### src/rtl/sha256_block_engine.sv
// sha256_block_engine: iterative multi-block SHA-256 compression engine.
// Takes pre-padded 512-bit blocks over valid/ready, chains H across the
// blocks of one message and runs 64 rounds in 64/ROUNDS_PER_CYCLE cycles
// using a rolling 16-word message schedule window.
// Ports:
//   clk, rst_n            clock (rising edge), async active-low reset
//   blk_valid/blk_ready   block handshake; blk_data word W0 in [511:480]
//   blk_first, blk_last   load IV before compressing / emit digest after
//   digest_valid/ready    digest handshake, digest held until accepted
//   digest                {H0..H7}, H0 in the MSBs
//   busy                  high in every state except IDLE
// Optional: define SHA256_BLOCK_ENGINE_SHA224_EN to add input mode_224
// (sampled on a blk_first accept) selecting the SHA-224 IV and a
// {H0..H6, 32'h0} digest.
module sha256_block_engine #(
  parameter int unsigned ROUNDS_PER_CYCLE = 1
) (
  input  logic         clk,
  input  logic         rst_n,
  input  logic         blk_valid,
  output logic         blk_ready,
  input  logic [511:0] blk_data,
  input  logic         blk_first,
  input  logic         blk_last,
  output logic         digest_valid,
  input  logic         digest_ready,
  output logic [255:0] digest,
  output logic         busy
`ifdef SHA256_BLOCK_ENGINE_SHA224_EN
  ,
  input  logic         mode_224
`endif
);

  localparam int unsigned R = ROUNDS_PER_CYCLE;
  localparam logic [5:0] T_LAST = 6'(64 - R);

  if (!(R == 1 || R == 2 || R == 4)) begin : g_bad_rounds
    $error("sha256_block_engine: ROUNDS_PER_CYCLE must be 1, 2 or 4");
  end

  localparam logic [31:0] K [64] = '{
    32'h428a2f98, 32'h71374491, 32'hb5c0fbcf, 32'he9b5dba5, 32'h3956c25b, 32'h59f111f1, 32'h923f82a4, 32'hab1c5ed5,
    32'hd807aa98, 32'h12835b01, 32'h243185be, 32'h550c7dc3, 32'h72be5d74, 32'h80deb1fe, 32'h9bdc06a7, 32'hc19bf174,
    32'he49b69c1, 32'hefbe4786, 32'h0fc19dc6, 32'h240ca1cc, 32'h2de92c6f, 32'h4a7484aa, 32'h5cb0a9dc, 32'h76f988da,
    32'h983e5152, 32'ha831c66d, 32'hb00327c8, 32'hbf597fc7, 32'hc6e00bf3, 32'hd5a79147, 32'h06ca6351, 32'h14292967,
    32'h27b70a85, 32'h2e1b2138, 32'h4d2c6dfc, 32'h53380d13, 32'h650a7354, 32'h766a0abb, 32'h81c2c92e, 32'h92722c85,
    32'ha2bfe8a1, 32'ha81a664b, 32'hc24b8b70, 32'hc76c51a3, 32'hd192e819, 32'hd6990624, 32'hf40e3585, 32'h106aa070,
    32'h19a4c116, 32'h1e376c08, 32'h2748774c, 32'h34b0bcb5, 32'h391c0cb3, 32'h4ed8aa4a, 32'h5b9cca4f, 32'h682e6ff3,
    32'h748f82ee, 32'h78a5636f, 32'h84c87814, 32'h8cc70208, 32'h90befffa, 32'ha4506ceb, 32'hbef9a3f7, 32'hc67178f2
  };

  localparam logic [31:0] IV256 [8] = '{
    32'h6a09e667, 32'hbb67ae85, 32'h3c6ef372, 32'ha54ff53a,
    32'h510e527f, 32'h9b05688c, 32'h1f83d9ab, 32'h5be0cd19
  };

  typedef enum logic [1:0] {S_IDLE, S_ROUND, S_UPDATE, S_HOLD} state_t;

  function automatic logic [31:0] ror(input logic [31:0] x, input int unsigned n);
    return (x >> n) | (x << (32 - n));
  endfunction

  function automatic logic [31:0] ssig0(input logic [31:0] x);
    return ror(x, 7) ^ ror(x, 18) ^ (x >> 3);
  endfunction

  function automatic logic [31:0] ssig1(input logic [31:0] x);
    return ror(x, 17) ^ ror(x, 19) ^ (x >> 10);
  endfunction

  function automatic logic [31:0] bsig0(input logic [31:0] x);
    return ror(x, 2) ^ ror(x, 13) ^ ror(x, 22);
  endfunction

  function automatic logic [31:0] bsig1(input logic [31:0] x);
    return ror(x, 6) ^ ror(x, 11) ^ ror(x, 25);
  endfunction

  state_t        r_state;
  logic [5:0]    r_t;
  logic [31:0]   r_w [16];
  logic [31:0]   r_h [8];
  logic [31:0]   r_v [8];       // working variables a..h at index 0..7
  logic          r_last;
  logic          r_blk_ready;
  logic          r_digest_valid;
  logic [255:0]  r_digest;
  logic          r_busy;
`ifdef SHA256_BLOCK_ENGINE_SHA224_EN
  logic          r_mode224;
`endif

  logic [31:0]   w_win_next [16];
  logic [31:0]   w_nv [8];
  logic [31:0]   w_hnew [8];
  logic [31:0]   w_iv [8];
  logic [255:0]  w_digest;

  // R chained rounds plus the schedule words they consume.
  always_comb begin : b_round
    logic [31:0] ext [16+R];
    logic [31:0] t1;
    logic [31:0] t2;
    t1 = '0;
    t2 = '0;
    for (int unsigned i = 0; i < 16; i++) ext[i] = r_w[i];
    // Words beyond the window; ext[j] always holds W[t+j].
    for (int unsigned j = 0; j < R; j++)
      ext[16+j] = ssig1(ext[j+14]) + ext[j+9] + ssig0(ext[j+1]) + ext[j];
    for (int unsigned i = 0; i < 16; i++) w_win_next[i] = ext[i+R];
    for (int unsigned i = 0; i < 8; i++) w_nv[i] = r_v[i];
    for (int unsigned j = 0; j < R; j++) begin
      t1 = w_nv[7] + bsig1(w_nv[4]) + ((w_nv[4] & w_nv[5]) ^ (~w_nv[4] & w_nv[6]))
         + K[r_t + 6'(j)] + ext[j];
      t2 = bsig0(w_nv[0]) + ((w_nv[0] & w_nv[1]) ^ (w_nv[0] & w_nv[2]) ^ (w_nv[1] & w_nv[2]));
      w_nv[7] = w_nv[6];
      w_nv[6] = w_nv[5];
      w_nv[5] = w_nv[4];
      w_nv[4] = w_nv[3] + t1;
      w_nv[3] = w_nv[2];
      w_nv[2] = w_nv[1];
      w_nv[1] = w_nv[0];
      w_nv[0] = t1 + t2;
    end
  end

  // Chaining sum, digest packing and IV selection.
  always_comb begin
    for (int unsigned i = 0; i < 8; i++) w_hnew[i] = r_h[i] + r_v[i];
    w_digest = {w_hnew[0], w_hnew[1], w_hnew[2], w_hnew[3],
                w_hnew[4], w_hnew[5], w_hnew[6], w_hnew[7]};
    w_iv = IV256;
`ifdef SHA256_BLOCK_ENGINE_SHA224_EN
    if (r_mode224) w_digest[31:0] = 32'h0;
    if (mode_224) begin
      w_iv = '{32'hc1059ed8, 32'h367cd507, 32'h3070dd17, 32'hf70e5939,
               32'hffc00b31, 32'h68581511, 32'h64f98fa7, 32'hbefa4fa4};
    end
`endif
  end

  // Control FSM and datapath registers.
  always_ff @(posedge clk or negedge rst_n) begin
    if (!rst_n) begin
      r_state        <= S_IDLE;
      r_t            <= '0;
      r_last         <= 1'b0;
      r_blk_ready    <= 1'b0;
      r_digest_valid <= 1'b0;
      r_digest       <= '0;
      r_busy         <= 1'b0;
`ifdef SHA256_BLOCK_ENGINE_SHA224_EN
      r_mode224      <= 1'b0;
`endif
      for (int unsigned i = 0; i < 16; i++) r_w[i] <= '0;
      for (int unsigned i = 0; i < 8; i++) begin
        r_h[i] <= '0;
        r_v[i] <= '0;
      end
    end else begin
      case (r_state)
        S_IDLE: begin
          r_blk_ready <= 1'b1;
          if (blk_valid && r_blk_ready) begin
            for (int unsigned i = 0; i < 16; i++) r_w[i] <= blk_data[32*(15-i) +: 32];
            for (int unsigned i = 0; i < 8; i++) begin
              r_h[i] <= blk_first ? w_iv[i] : r_h[i];
              r_v[i] <= blk_first ? w_iv[i] : r_h[i];
            end
`ifdef SHA256_BLOCK_ENGINE_SHA224_EN
            if (blk_first) r_mode224 <= mode_224;
`endif
            r_last      <= blk_last;
            r_t         <= '0;
            r_state     <= S_ROUND;
            r_busy      <= 1'b1;
            r_blk_ready <= 1'b0;
          end
        end
        S_ROUND: begin
          r_w <= w_win_next;
          r_v <= w_nv;
          r_t <= r_t + 6'(R);
          if (r_t == T_LAST) r_state <= S_UPDATE;
        end
        S_UPDATE: begin
          r_h <= w_hnew;
          if (r_last) begin
            r_digest       <= w_digest;
            r_digest_valid <= 1'b1;
            r_state        <= S_HOLD;
          end else begin
            r_state     <= S_IDLE;
            r_busy      <= 1'b0;
            r_blk_ready <= 1'b1;
          end
        end
        S_HOLD: begin
          if (r_digest_valid && digest_ready) begin
            r_digest_valid <= 1'b0;
            r_state        <= S_IDLE;
            r_busy         <= 1'b0;
            r_blk_ready    <= 1'b1;
          end
        end
        default: r_state <= S_IDLE;
      endcase
    end
  end

  assign blk_ready    = r_blk_ready;
  assign digest_valid = r_digest_valid;
  assign digest       = r_digest;
  assign busy         = r_busy;

endmodule

### config.mk
export PLATFORM = sky130hd
export DESIGN_NAME = sha256_block_engine
export DESIGN_NICKNAME = d
export VERILOG_FILES = /design/src/rtl/sha256_block_engine.sv
export SDC_FILE = /design/constraint.sdc
export NUM_CORES = 2
export LEC_CHECK = 0
export CAP_MARGIN = 25
export CORE_MARGIN = 2
export CORE_UTILIZATION = 33
export DETAILED_ROUTE_END_ITERATION = 6
export PLACE_DENSITY_LB_ADDON = 0.2
export REMOVE_ABC_BUFFERS = 1
export SKIP_CTS_REPAIR_TIMING = 1
export SYNTH_ARGS = -nofsm -noshare
export SYNTH_HDL_FRONTEND = slang
export SYNTH_SLANG_ARGS = --single-unit
### constraint.sdc
create_clock -name clk -period 13.8 [get_ports clk]
set_input_delay 2.07 -clock clk [delete_from_list [all_inputs] [get_ports clk]]
set_output_delay 2.07 -clock clk [all_outputs]
set_load 0.01 [all_outputs]
==> metrics.md <==
| Metric | Value |
|---|---|
| Violated checks | DRC |
| Setup violators final | 0 |
| Multiplexer share of the synthesized area | 0.771% |
| Core area | 0.246 mm² |
| Layout cells sized above 1 | 4.50% |
| Clock sink count | 1292 |
| Max_cap viols | 0 |
| Drt pass-1 iters | 7 |
| Library cells used by synthesis | 92 |
| Layout area overhead | 19.6% |
| #FFs+latches synth | 1292 |
| Worst-path clk slew | 60 ps |
| Setup TNS | 0 ps |
| Post-synth EDFFs | 0 |
| Drt drc | 1 |
| Max-slew headroom | 25.4% |
| Deepest clock path buffer count | 3 |
| Achievable Freq | 105 MHz |
| Final worst slack | 4260 ps |
| RSZ-0062 raised after global routing | no |
| Most frequent cell on the critical path | inv_1 |
| Most frequent cells in the layout | nand2_1 (1739), dfrtp_1 (1289), o21ai_0 (875) |
| Pin count of the biggest net entering global routing | 242 |
| Main combinational cell family by area after synthesis | compound AO/OA/AOI/OAI gates |
| Post-Synth XOR/XNOR Area | 6.18% |
| Initial antenna violation count | 101 |
| Final Skew | 64.0 ps |
| Gpl congestion | 0.952 |
| Worst-path fanout max | 21 |
| Post-Place Worst Slack | 4480 ps |
| Detail Route Antenna Nets | 0 |
| First-pass GRT wire length | 489000 µm |
| Routed vias | 73000 |
| Initial Utilization | 33.3% |
| Yosys warnings | 0 |
| Crit path largest cell delay | 830 ps |
| Clk Latency, worst-skew pair | 850 ps |
| CTS tree | done |
| Final Hold Vio Count | 0 |
| Startpoint Class | flop |
| Die Ht | 502 µm |
| Complex-gate fraction of the synthesized area | 20.3% |
| Ports | 777 |
| Worst hold path class | reg2reg |
| Die ar. | 0.252 mm² |
| CP Data Required Time | 14460 ps |
| Htree depth | 4 |
| Status | complete, but fails checks |
| Most common cell after layout, fill and taps aside | nand2_1 |
| Final nets | 11200 |
| Finished Core Util | 39.8% |
| Post-Synth Adder-Cell Area | 10.9% |
| First DRT Iteration DRCs | 6433 |
| Crit Path Category | reg2reg |
| WL per Instance | 24.7 µm |
| Mapped Cells | 9734 |
| Cell depth of the worst flop-to-flop path | 35 |
| Worst hold path depth | 2 |
| Total Wirelength | 335000 µm |
| Vias in the first global route | 71200 |
| IO buf count | 776 |
| Syn Std Cell Area | 0.0820 mm² |
| Worst path slowest cell | ha_1 |
| Syn_area_per_cell | 8.42 µm² |
| Root Buffer | clkbuf_16 |
| Worst Tran Pin Value | 1100 ps |
| Vias per cell | 5.38 |
| Placement Rows | 182 |
| Period utilization | 69.2% |
| Prevailing post-synth register cell | dfrtp_1 |
| All-Layer GR Usage | 25.9% |
| Fraction of registers with async set/reset | 100% |
| Simple-gate share of the synthesized area | 17.0% |
| Fin. max-slew vios | 0 |
| Critical Path End Type | flop |
| DP Wirelength | 253000 µm |
| Chip width | 502 µm |
| CTS Buf Count | 158 |
| CP arrival | 10200 ps |
| GRT overflow | 0 |
| Seq/Total Area, Yosys | 39.4% |
| Minimum clock period | 9540 ps |
## worst paths after layout
check,start,end,slack [ps]
max,r_t[0],r_v[255],4260
min,digest[96],digest[96],470
max reg2reg,r_t[0],r_v[255],4260
min reg2reg,digest[96],digest[96],470
max in group asynchronous,rst_n,r_h[79],9670
min in group asynchronous,rst_n,b_round.ext[394],1170
## routing by layer
| metal | vias up | part of all wire, % | track usage (%) |
|---|---|---|---|
| li1 | 34100 | - | - |
| met2 | 2116 | 47 | 42.7 |
| met1 | 36100 | 43 | 33.5 |
| met5 | - | 0.25 | 0 |
| met3 | 509 | 6.7 | 6.03 |
| met4 | 128 | 3.4 | 8.41 |
## cell usage after synthesis, types with 9 or more instances
master / count / share of area [%]
a211o_1: 10 / 0.11
a211oi_1: 51 / 0.47
a21o_1: 196 / 1.8
a21oi_1: 459 / 2.8
a221o_1: 10 / 0.12
a221oi_1: 14 / 0.15
a22oi_1: 55 / 0.50
a31oi_1: 522 / 4.0
and2_1: 25 / 0.19
and3_1: 34 / 0.26
buf_1: 28 / 0.13
clkbuf_1: 654 / 3.0
dfrtp_1: 1292 / 39
fa_1: 197 / 4.8
ha_1: 395 / 6.0
inv_1: 499 / 2.3
mux2_2: 31 / 0.43
mux2i_1: 17 / 0.21
nand2_1: 1742 / 8.0
nand2b_1: 76 / 0.58
nand3_1: 151 / 0.92
nand3b_1: 9 / 0.082
nand4_1: 27 / 0.21
nor2_1: 835 / 3.8
nor2b_1: 47 / 0.36
nor3_1: 182 / 1.1
nor3b_1: 90 / 0.82
nor4_1: 12 / 0.092
o211ai_1: 69 / 0.63
o21a_1: 70 / 0.64
o21ai_0: 875 / 5.3
o21ai_1: 94 / 0.57
o21bai_1: 41 / 0.38
o221ai_1: 11 / 0.12
o22ai_1: 14 / 0.11
o311ai_0: 13 / 0.14
o31ai_1: 130 / 1.2
or2_2: 14 / 0.11
or3_1: 29 / 0.22
xnor2_1: 324 / 3.5
xor2_1: 252 / 2.7
## metrics by stage
step	cells	cell area, µm²	hold slack (ps)
global placement	13200	92300	458
floorplan	9052	79400	450
finish	13600	98100	474
global route	13500	98000	498
CTS	13500	97800	478
detailed placement	13200	92400	464
## registers in the layout, summed over array words and instances, names as in the netlist
name / count
r_last: 1
blk_ready: 1
b_round.ext: 512
r_t: 6
r_h: 256
r_v: 256
digest: 256
busy: 1
r_state: 2
digest_valid: 1
## area by class of cell
cell class                      count  area (µm²)
Inverter                          502        1880
Clock inverter                     62         886
Fill cell                       25300      148000
Tap cell                         3312        4140
Antenna cell                       30        75.1
Multi-Input combinational cell   7258       45300
Sequential cell                  1292       32300
Clock buffer                      227        4560
Timing Repair Buffer              884        8880
## cells by family after synthesis
logic type      Yosys count
xor+xnor                577
mux                      53
simple gates           3298
fa+ha+maj               595
buf+inv                1184
compound gates         2735
flops                  1292
## worst max-delay path, delay by kind of cell (launching register included)
family | cells | cell delay, ps
and+or+nand+nor | 8 | 1610
buffers and inverters | 6 | 880
AOI/OAI and AO/OA | 12 | 3110
DFF | 1 | 320
xor gates and xnor gates | 3 | 640
adders and majority gates | 6 | 2800
Power is left out: the tool's default activity adds up to more than one toggle a clock period on the data nets, which glitch-free logic cannot reach.
